==> config.mk <==
export PLATFORM = sky130hd
export DESIGN_NAME = fifo_wr_arbiter
export DESIGN_NICKNAME = d
export VERILOG_FILES = /design/src/rtl/fifo_arb_pkg.sv /design/src/rtl/fifo_wr_arbiter_rr_picker.sv /design/src/rtl/fifo_wr_arbiter.sv
export SDC_FILE = /design/constraint.sdc
export NUM_CORES = 1
export LEC_CHECK = 0
export BUFFER_PORTS_ARGS = -buffer_cell sky130_fd_sc_hd__buf_2
export CORE_ASPECT_RATIO = 1.1
export CORE_MARGIN = 1.5
export CORE_UTILIZATION = 43
export DETAILED_ROUTE_END_ITERATION = 8
export HOLD_SLACK_MARGIN = 0.15
export PLACE_DENSITY = 0.72
export REMOVE_ABC_BUFFERS = 1
export SYNTH_ARGS = -nofsm -noshare
export SYNTH_HDL_FRONTEND = slang
export SYNTH_SLANG_ARGS = --single-unit
==> constraint.sdc <==
create_clock -name wr_clk -period 2.7 [get_ports wr_clk]
set_input_delay 0.135 -clock wr_clk [delete_from_list [all_inputs] [get_ports wr_clk]]
set_output_delay 0.135 -clock wr_clk [all_outputs]
set_load 0.02 [all_outputs]
==> src/rtl/fifo_arb_pkg.sv <==
// rtl/fifo_arb_pkg.sv - shared types and defaults for the FIFO write-port arbiter
package fifo_arb_pkg;

    typedef enum logic {
        IDLE  = 1'b0,
        BURST = 1'b1
    } arb_state_t;

    localparam int DEF_N_REQ  = 4;
    localparam int DEF_IDX_W  = $clog2(DEF_N_REQ);
    localparam int DEF_DATA_W = 8;

    // Index width that stays at least one bit wide for any legal requester count.
    function automatic int idx_w(input int n);
        return (n > 1) ? $clog2(n) : 1;
    endfunction

endpackage

==> src/rtl/fifo_wr_arbiter_rr_picker.sv <==
// rtl/fifo_wr_arbiter_rr_picker.sv - rotating-priority first-one finder
module rr_picker
    import fifo_arb_pkg::*;
#(
    parameter  int N_REQ = DEF_N_REQ,
    localparam int IDX_W = idx_w(N_REQ)
) (
    input  logic [N_REQ-1:0] req_valid,
    input  logic [IDX_W-1:0] rr_ptr,
    output logic             found,
    output logic [IDX_W-1:0] index
);

    int               scan;
    logic [IDX_W-1:0] cand;

    // Walk rr_ptr, rr_ptr+1, ... with wrap by compare so N_REQ need not be a power of two.
    always_comb begin
        found = 1'b0;
        index = '0;
        scan  = 0;
        cand  = '0;
        for (int k = 0; k < N_REQ; k++) begin
            scan = int'(rr_ptr) + k;
            if (scan >= N_REQ) begin
                scan = scan - N_REQ;
            end
            cand = IDX_W'(scan);
            if (!found && req_valid[cand]) begin
                found = 1'b1;
                index = cand;
            end
        end
    end

endmodule

==> src/rtl/fifo_wr_arbiter.sv <==
// rtl/fifo_wr_arbiter.sv - round-robin burst arbiter sharing one FIFO write port
module fifo_wr_arbiter
    import fifo_arb_pkg::*;
#(
    parameter  int N_REQ     = DEF_N_REQ,
    parameter  int DATA_W    = DEF_DATA_W,
    parameter  int MAX_BURST = 4,
    parameter  int CNT_W     = 16,
    localparam int IDX_W     = idx_w(N_REQ)
) (
    input  logic                    wr_clk,
    input  logic                    rst,
    input  logic [N_REQ-1:0]        req_valid,
    input  logic [N_REQ*DATA_W-1:0] req_data,
    output logic [N_REQ-1:0]        req_ready,
    input  logic                    full,
    output logic                    wr_en,
    output logic [DATA_W-1:0]       wr_data,
    output logic [IDX_W-1:0]        grant_id,
    output logic                    busy,
    output logic [CNT_W-1:0]        wr_count
);

    localparam int               CB_W       = $clog2(MAX_BURST + 1);
    localparam logic [CB_W-1:0]  BURST_LAST = CB_W'(MAX_BURST);
    localparam logic [IDX_W-1:0] IDX_LAST   = IDX_W'(N_REQ - 1);

    arb_state_t       state, state_n;
    logic [IDX_W-1:0] owner, owner_n;
    logic [IDX_W-1:0] rr_ptr, rr_ptr_n;
    logic [CB_W-1:0]  burst_cnt, burst_cnt_n;
    logic [IDX_W-1:0] sel;
    logic [IDX_W-1:0] pick_idx;
    logic             pick_found;

    function automatic logic [IDX_W-1:0] next_idx(input logic [IDX_W-1:0] i);
        return (i == IDX_LAST) ? '0 : i + 1'b1;
    endfunction

    rr_picker #(.N_REQ(N_REQ)) u_picker (
        .req_valid (req_valid),
        .rr_ptr    (rr_ptr),
        .found     (pick_found),
        .index     (pick_idx)
    );

    always_comb begin
        state_n     = state;
        owner_n     = owner;
        rr_ptr_n    = rr_ptr;
        burst_cnt_n = burst_cnt;
        req_ready   = '0;
        sel         = owner;
        grant_id    = '0;
        if (!rst) begin
            if (state == IDLE) begin
                if (pick_found && !full) begin
                    sel                 = pick_idx;
                    grant_id            = pick_idx;
                    req_ready[pick_idx] = 1'b1;
                    if (MAX_BURST == 1) begin
                        rr_ptr_n = next_idx(pick_idx);
                    end else begin
                        state_n     = BURST;
                        owner_n     = pick_idx;
                        burst_cnt_n = CB_W'(1);
                    end
                end
            end else begin
                grant_id = owner;
                if (!full) begin
                    if (req_valid[owner]) begin
                        req_ready[owner] = 1'b1;
                        if (burst_cnt + 1'b1 == BURST_LAST) begin
                            state_n     = IDLE;
                            rr_ptr_n    = next_idx(owner);
                            burst_cnt_n = '0;
                        end else begin
                            burst_cnt_n = burst_cnt + 1'b1;
                        end
                    end else begin
                        // Owner went quiet: give up the lock, costing one bubble cycle.
                        state_n     = IDLE;
                        rr_ptr_n    = next_idx(owner);
                        burst_cnt_n = '0;
                    end
                end
            end
        end
    end

    assign wr_en   = |req_ready;
    assign wr_data = req_data[sel*DATA_W +: DATA_W];
    assign busy    = (state == BURST);

    always_ff @(posedge wr_clk) begin
        if (rst) begin
            state     <= IDLE;
            owner     <= '0;
            rr_ptr    <= '0;
            burst_cnt <= '0;
            wr_count  <= '0;
        end else begin
            state     <= state_n;
            owner     <= owner_n;
            rr_ptr    <= rr_ptr_n;
            burst_cnt <= burst_cnt_n;
            if (wr_en) begin
                wr_count <= wr_count + 1'b1;
            end
        end
    end

endmodule

== Yosys cells after proc, flatten, opt, wreduce, memory -nomap -nowiden ==
Cells that the tools add are included.

* Eq/ne operators: 4
* Reductions and logical operators: 14
* Magnitude comparators: 12
* Bitwise gates (word level): 1
* $add $sub $neg: 10
* Muxes and demuxes: 50
* Shift-type cells: 1

{| class="wikitable"
|+ Operator list
! kind !! number
|-
| $mux 2 || 17
|-
| $shiftx 32x6->8 || 1
|-
| $mux 4 || 5
|-
| $lt 2x3->1 const B || 6
|-
| $add 16x1->16 const B || 1
|-
| $mux 1 || 16
|-
| $mux 3 || 5
|-
| $bmux 1 s2 || 5
|-
| $ge 3x3->1 const B || 3
|-
| $sub 2x1->2 const B || 4
|-
| $add 2x2->3 const B || 2
|-
| $logic_and 1x1->1 || 6
|-
| $demux 1 s2 || 2
|-
| $ge 2x1->1 const B || 2
|-
| $logic_not 1->1 || 4
|-
| $reduce_or 4->1 || 1
|-
| $add 2x1->3 const B || 1
|-
| $add 3x1->3 const B || 1
|-
| $eq 3x3->1 const B || 1
|-
| $ge 2x3->1 const B || 1
|-
| $reduce_and 3->1 || 1
|-
| $add 2x1->2 const B || 1
|-
| $eq 2x2->1 const B || 1
|-
| $ne 2x1->1 const B || 1
|-
| other kinds (4) || 4
|}

* Register bits after elaboration: 24
* Input port bits: 39
* Output and inout bits: 32
* Word-level logic and storage cells: 97

== Depth between registers and ports, before layout ==
Gate-level depths: netlist (run 1).

* Word-level depth: 22
* Mapped depth: 8
* Gate-level depth less buffers: 8

== Hierarchy ==
From an unflattened synthesis (run 1), not the netlist that was laid out.

* Cells, all modules: 190
* Area total of the unflattened synthesis: 1631.6 um^2

{| class="wikitable"
|+ By module, submodules not included
! module !! instances !! cells each !! area each (um^2) !! seq. area each (um^2)
|-
| fifo_wr_arbiter || 1 || 175 || 1554.0 || 480.5
|-
| rr_picker || 1 || 15 || 77.6 || 0.0
|}

== Worst setup path before layout (run 1) ==
Ideal clock, no wire load.

* Kind: register to register
* Start point: register owner[0]
* End point: register wr_count[6]
* Data required time: 2579 ps
* Setup time: 121 ps
* Slack: 661 ps
* Data arrival time: 1919 ps
* Clock period less this slack: 2039 ps
* Path buffers: 0
* Cell stages (with the launch flop): 8
* Path through: dfxtp_1 -> inv_1 -> ha_1 -> o21ba_2 -> o311ai_2 -> a21bo_2 -> nand3_1 -> mux2_2

* Word-level cells in the longest chain between the ends: 9
* Elaborated cells between the ends (all ways): 12
* Those cells by class: 2 x order compare; 8 x mux; 2 x reduce/logical

{| class="wikitable"
|+ RTL lines
! what !! line !! RTL
|-
| start, declared || fifo_wr_arbiter.sv:29 || <nowiki>logic [IDX_W-1:0] owner, owner_n;</nowiki>
|-
| start signal, assigned || fifo_wr_arbiter.sv:105 || <nowiki>owner <= owner_n;</nowiki>
|-
| $lt 2x3->1 (implied by the code) or $ge 2x1->1 (tied branches) || fifo_wr_arbiter.sv:73 || <nowiki>req_ready[owner] = 1'b1;</nowiki>
|-
| $logic_and 1x1->1 (implied by the code) || fifo_wr_arbiter.sv:73 ||
|-
| $mux 1 (implied by the code) || fifo_wr_arbiter.sv:73 ||
|-
| $demux 1 s2 || fifo_wr_arbiter.sv:73 ||
|-
| $mux 4 (*) || fifo_wr_arbiter.sv:72 || <nowiki>if (req_valid[owner]) begin</nowiki>
|-
| $mux 4 (*) || fifo_wr_arbiter.sv:71 || <nowiki>if (!full) begin</nowiki>
|-
| $mux 4 (*) || fifo_wr_arbiter.sv:56 || <nowiki>if (state == IDLE) begin</nowiki>
|-
| $mux 4 (*) || fifo_wr_arbiter.sv:55 || <nowiki>if (!rst) begin</nowiki>
|-
| $reduce_or 4->1 (*) || fifo_wr_arbiter.sv:92 || <nowiki>assign wr_en = |req_ready;</nowiki>
|-
| end signal, assigned || fifo_wr_arbiter.sv:109 || <nowiki>wr_count <= wr_count + 1'b1;</nowiki>
|-
| end, declared || fifo_wr_arbiter.sv:21 || <nowiki>output logic [CNT_W-1:0] wr_count</nowiki>
|}

Mark *: on every way between the ends. The rest lies on a longest branch, timed or not. The select of a mux whose other input is x is not followed.
A chain may end at the register's enable or synchronous reset.

== Worst setup path after layout (run 1) ==
* Start point: register rr_ptr[1]
* End point: output port wr_data[0]

* Word-level cells in the longest chain between the ends: 19
* Elaborated cells between the ends (all ways): 42
* Those cells by class: 7 x add/sub; 4 x order compare; 1 x shift; 23 x mux; 7 x reduce/logical

{| class="wikitable"
|+ RTL lines
! what !! line !! RTL
|-
| start, declared || fifo_wr_arbiter.sv:30 || <nowiki>logic [IDX_W-1:0] rr_ptr, rr_ptr_n;</nowiki>
|-
| start signal, assigned || fifo_wr_arbiter.sv:106 || <nowiki>rr_ptr <= rr_ptr_n;</nowiki>
|-
| branches (longest 15 deep; another with $add 2x1->3) || n/a ||
|-
| $mux 2 (*) (2 in series) || n/a ||
|-
| $mux 2 (*) || fifo_wr_arbiter.sv:55 ||
|-
| $shiftx 32x6->8 (*) || fifo_wr_arbiter.sv:93 || <nowiki>assign wr_data = req_data[sel*DATA_W +: DATA_W];</nowiki>
|-
| end, declared || fifo_wr_arbiter.sv:18 || <nowiki>output logic [DATA_W-1:0] wr_data,</nowiki>
|}

Mark *: on every way between the ends. The select of a mux whose other input is x is not followed.

==> results of run 1 <==
-- synth_stat cells (all sizes together) --
library cell,n,area (um^2)
nor2,26,97.6
dfxtp,24,480
nand2,18,67.6
a21oi,16,83.8
o21ai,11,70.1
mux4,9,214
clkbuf,7,37.5
ha,7,87.6
or3,7,43.8
inv,6,22.5
nor2b,5,31.3
xor2,5,43.8
and4,4,35.0
a21boi,3,33.8
a22oi,3,22.5
and2,3,20.0
and3,3,18.8
nand3,3,15.0
nor3,3,26.3
o21ba,3,30.0
a31oi,2,12.5
a32oi,2,17.5
mux2,2,22.5
mux2i,2,20.0
o31ai,2,15.0
or4,2,15.0
a2111oi,1,8.76
a21bo,1,10.0
and2b,1,8.76
buf,1,11.3
nand4,1,6.26
nand4bb,1,11.3
nor3b,1,7.51
nor4,1,21.3
o211ai,1,7.51
o21a,1,7.51
o21bai,1,7.51
o311ai,1,16.3
o32a,1,10.0
o32ai,1,16.3
o41ai,1,8.76
xnor2,1,8.76
-- cell type report --
class | count | area [um^2]
Sequential cell | 24 | 480
Tap cell | 52 | 65.1
Clock buffer | 3 | 41.3
Timing Repair Buffer | 72 | 365
Multi-Input combinational cell | 156 | 1200
Fill cell | 382 | 1760
Inverter | 6 | 22.5
-- metrics by stage --
| stage | hold WS (ns) | total power [uW] | util |
|---|---|---|---|
| floorplan | 0.204 | 519 | - |
| global placement | 0.468 | 603 | 0.542 |
| detailed placement | 0.480 | 605 | 0.542 |
| CTS | 0.239 | 808 | 0.553 |
| global route | 0.259 | 847 | 0.553 |
| finish | 0.237 | 801 | 0.553 |
-- final timing paths --
path	startpoint	end	slack, ns	cells past startpoint
hold reg to reg	wr_count[15]	wr_count[15]	0.49	2
setup reg to reg	owner[0]	wr_count[6]	0.50	7
setup / recovery	rr_ptr[1]	wr_data[0]	0.29	5
hold / removal	rst	burst_cnt[1]	0.24	2
-- worst reg2reg max path: cells and delay by family (launching register included) --
family / cells / cell delay [ns]
AOI/OAI and AO/OA: 3 / 0.83
DFF: 1 / 0.50
muxes: 1 / 0.32
adders and majority gates: 1 / 0.25
buffers and inverters: 1 / 0.11
and+or+nand+nor: 1 / 0.09
-- cells by family after synthesis --
family                     Yosys count
xor gates and xnor gates             6
and+or+nand+nor                     79
adders and majority gates            7
DFF                                 24
AOI/OAI and AO/OA                   51
buffers and inverters               14
muxes                               13
-- cell usage in the layout, fill, tap and decap left out, types with 3 or more instances in the layout --
cell      instances
a21oi_1          15
a22oi_1           3
and3_1            3
and4_1            4
buf_2            70
clkbuf_8          3
dfxtp_1          24
ha_1              7
inv_1             6
mux4_1            3
mux4_2            6
nand2_1          18
nand3_1           3
nor2_1           26
nor2b_1           5
o21ai_0           8
o21ba_2           3
or3_1             7
xor2_1            5
-- where the power goes --
group | internal [uW] | switching, uW | total, uW
Clock | 99.6 | 106 | 206
Sequential | 363 | 14.6 | 377
Combinational | 96.9 | 120 | 217
Total | 559 | 241 | 801
-- layer usage --
metal  track usage  vias to the layer above
met5             0                        -
met3        0.0258                        4
met2         0.347                       76
met4        0.0483                        0
li1              -                      854
met1         0.234                      767
-- sequential cells by signal, summed over array words and instances, names as in the netlist --
register and count:
rr_ptr 2, burst_cnt 3, busy 1, wr_count 16, owner 2
==> impl_metrics.yaml, run 1 <==
synthesis:
  synth_adder_area_share: 0.0500
  synth-seq-area-share: 0.274
  synth_area_per_cell_um2: 9.03
  synth_cell_types: 52
  ys_warn_count: 0
  netlist_area_um2: 1750
  synth-xor-area-share: 0.0300
  synth_top_family_by_area: "simple AND/OR/NAND/NOR gates"
  synth_seq_cells: 24
  synth_compound_area_frac: 0.216
  synthCells: 194
  synthSimpleGateAreaFrac: 0.243
  muxShareOfSynthArea: 0.146
die:
  design.die.area_um2: 4470
  rows: 24
  core-area_um2: 3930
  die_height_um: 69.9
  dieWidth_um: 63.9
  start_util: 0.445
  ioPinCount: 71
hold_path:
  hp-class: "in -> reg"
sta:
  timing.fmax_mhz: 415
  fin_worst_skew_ns: 0.00749
  final.setup.tns_ns: 0
  worst_slew_pin_slew_ns: 0.554
  period_share: 0.893
  rsz0062_at_grt: "false"
  slew_violations: 0
  setup-violations-final: 0
  hold_viol_final: 0
  post-route-min-period_ns: 2.41
  max_slew_margin: 0.628
  setup_ws_ns: 0.289
power_and_ir_drop:
  power_density_nw_per_um2: 368
  p_leak_uw: 0.000924
  peakVddDrop_uv: 252
placed_design:
  numPortBuffers: 70
  detailed_place_hpwl_um: 3390
  dp_cells: 310
  gp_congestion: 0.882
  postPlaceCellArea_um2: 2130
  pre_cts_slack_ns: 0.464
detailed_routing:
  drt-pass1-iter-count: 4
  wl_um: 4200
  wire_per_inst_um: 13.4
  drt-met1-wl_um: 1750
  topRoutingLayerUsed: "met4"
  vias: 1701
  ant_nets: 0
  routed-wl-met2_um: 2090
  drcViolationCount: 0
  avgViaCountPerCell: 5.43
  met3_length_um: 325
  drt_iter0_drc: 98
cells_and_area:
  nNetsFinal: 309
  layoutNonFillerInstCount: 313
  stdcell_area_um2: 2170
  area_growth_pct: 24.1
  antenna_cells: 0
  drive_above_1_share: 0.372
global_routing:
  grt_pass1_wl_um: 7040
  overflow: 0
  grt_max_degree: 22
  track_usage: 0.191
  first_global_vias: 1573
  antenna_found_initial: 0
worst_setup_path:
  path_cells: "a21boi_0 -> o32ai_2 -> o21ai_4 -> mux4_1 -> buf_2"
  crit_path_start_kind: "register"
  cp.arrival_ns: 2.28
  required_ns: 2.57
  path_class: "reg -> out"
  cp_slowest_stage_delay_ns: 0.60
  critical_path.top_delay_family: "compound AO/OA/AOI/OAI gates"
  cp_num_buf_inv: 1
  slowest_stage: "mux4_1"
  path_max_fanout: 8
  endpoint_kind: "output pin"
clock_tree:
  cts_buffer_depth: 2
  htreeDepth: 1
  clkLatencyLatePin_ns: 0.26
  cts_hold_buf: 0
  cts_tree: "built"
  clk_pin_slew_ns: 0.07
  cts_made_buffers: 3
  ctsResizeCount: 0
  cts.sinks: 24
  root_buffer: "clkbuf_8"
  cts_setup_buffers: 0
flow_run:
  cap_violations: 0
run_status:
  status: "completed"
No activity file was read; power rests on OpenSTA's default activity.
==> run 2: changes to the inputs <==
--- a/config.mk
+++ b/config.mk
@@ -11,6 +11,7 @@
 export CORE_UTILIZATION = 43
 export DETAILED_ROUTE_END_ITERATION = 8
 export HOLD_SLACK_MARGIN = 0.15
+export MAX_ROUTING_LAYER = met4
 export PLACE_DENSITY = 0.72
 export REMOVE_ABC_BUFFERS = 1
 export SYNTH_ARGS = -nofsm -noshare
==> run 2 against run 1 <==
Net effect: critical path depth unchanged; hold slack about the same; combinational power hardly changed; flip-flop and latch count is the same; wire length down 0.29%; final area unchanged; largest cell class unchanged.
==> impl_metrics.yaml, run 2 (synthesis results as in run 1) <==
sta:
  fin_worst_skew_ns: 0.00766
  hold_viol_final: 0
  timing.fmax_mhz: 415
  final.setup.tns_ns: 0
  setup_ws_ns: 0.289
  post-route-min-period_ns: 2.41
  rsz0062_at_grt: "false"
  period_share: 0.893
  slew_violations: 0
  worst_slew_pin_slew_ns: 0.554
  setup-violations-final: 0
  max_slew_margin: 0.628
power_and_ir_drop:
  p_leak_uw: 0.000924
  net-switching-power_uw: 241
  clockPowerShare: 0.257
  p_int_uw: 559
  p_sw_frac: 0.301
  power_frac_comb: 0.272
  power_density_nw_per_um2: 368
  peakVddDrop_uv: 252
  seqPwrFrac: 0.472
  power.total_uw: 800
detailed_routing:
  wire_per_inst_um: 13.4
  vias: 1708
  drt-pass1-iter-count: 4
  wl_um: 4190
  drt_iter0_drc: 91
  drcViolationCount: 0
  ant_nets: 0
  avgViaCountPerCell: 5.46
cells_and_area:
  antenna_cells: 0
  regMostFlops: "wr_count"
  drive_above_1_share: 0.372
  reg_top3: "wr_count: 16 flops, burst_cnt: 3 flops"
  final_common_cell: "buf_2"
  layout_common_cells: "buf_2, nor2_1, dfxtp_1, nand2_1, a21oi_1"
  nNetsFinal: 309
  largest_register_ff_count: 16
  layoutNonFillerInstCount: 313
  area_growth_pct: 24.1
worst_setup_path:
  cp.arrival_ns: 2.28
  path_class: "reg -> out"
  endpoint_kind: "output pin"
  required_ns: 2.57
  path_max_fanout: 8
  crit_path_start_kind: "register"
clock_tree:
  cts_buffer_depth: 2
  cts_made_buffers: 3
  cts.sinks: 24
  clkLatencyLatePin_ns: 0.26
  cts_setup_buffers: 0
  clk_pin_slew_ns: 0.07
  root_buffer: "clkbuf_8"
  cts_hold_buf: 0
  ctsResizeCount: 0
  cts_tree: "built"
  htreeDepth: 1
global_routing:
  antenna_found_initial: 0
  track_usage: 0.196
  overflow: 0
  grt_pass1_wl_um: 7040
  grt_max_degree: 22
  first_global_vias: 1573
die:
  core-area_um2: 3930
  ioPinCount: 71
  die_height_um: 69.9
  start_util: 0.445
  dieWidth_um: 63.9
  design.die.area_um2: 4470
  rows: 24
run_status:
  status: "completed"
hold_path:
  hp-class: "in -> reg"
placed_design:
  gp_congestion: 0.896
  detailed_place_hpwl_um: 3390
  numPortBuffers: 70
  dp_cells: 310
  pre_cts_slack_ns: 0.464
flow_run:
  cap_violations: 0
run 2: cell counts in the layout (fill, tap and decap cells not counted):
No cell type changed its count.
run 2: final cells by class:
class                   count  area (um^2)
fillers                   382         1760
multi-input cells         156         1200
flip-flops and latches     24          480
repair buffers             72          365
well taps                  52         65.1
clock buffers               3         41.3
inverters                   6         22.5
run 2: path summary, 6_finish.rpt:
kind | cells past startpoint | slack [ns] | from | to
worst min register to register | 2 | 0.49 | wr_count[15] | wr_count[15]
worst max register to register | 7 | 0.50 | owner[0] | wr_count[6]
worst min-delay path | 2 | 0.24 | rst | burst_cnt[1]
worst max-delay path | 5 | 0.29 | rr_ptr[1] | wr_data[0]
run 2: power groups by stage:
stage	clock (uW)	combinational, uW	sequential [uW]
2_1_floorplan	0	130	389
3_3_place_gp	0	217	386
3_5_place_dp	0	219	386
4_1_cts	211	219	377
5_1_grt	226	240	380
6_report	206	217	377
run 2: worst max-delay path: stages (launching register included):
cell,delay [ns]
dfxtp_1,0.39
a21boi_0,0.31
o32ai_2,0.18
o21ai_4,0.36
mux4_1,0.60
buf_2,0.17
run 2: per-stage QoR:
| stage | hold slack, ns | cell area [um^2] | util |
|---|---|---|---|
| 4_1_cts | 0.239 | 2170 | 0.553 |
| 6_report | 0.237 | 2170 | 0.553 |
| 3_5_place_dp | 0.480 | 2130 | 0.542 |
| 5_1_grt | 0.261 | 2170 | 0.553 |
| 3_3_place_gp | 0.468 | 2130 | 0.542 |
| 2_1_floorplan | 0.204 | 1700 | - |
run 2: per-layer routing:
metal  share of wire  track usage  wire length [um]
met4          0.0088       0.0483                37
met2            0.50        0.347              2080
met1            0.42        0.233              1740
met5               0            -                 0
met3           0.079       0.0258               329
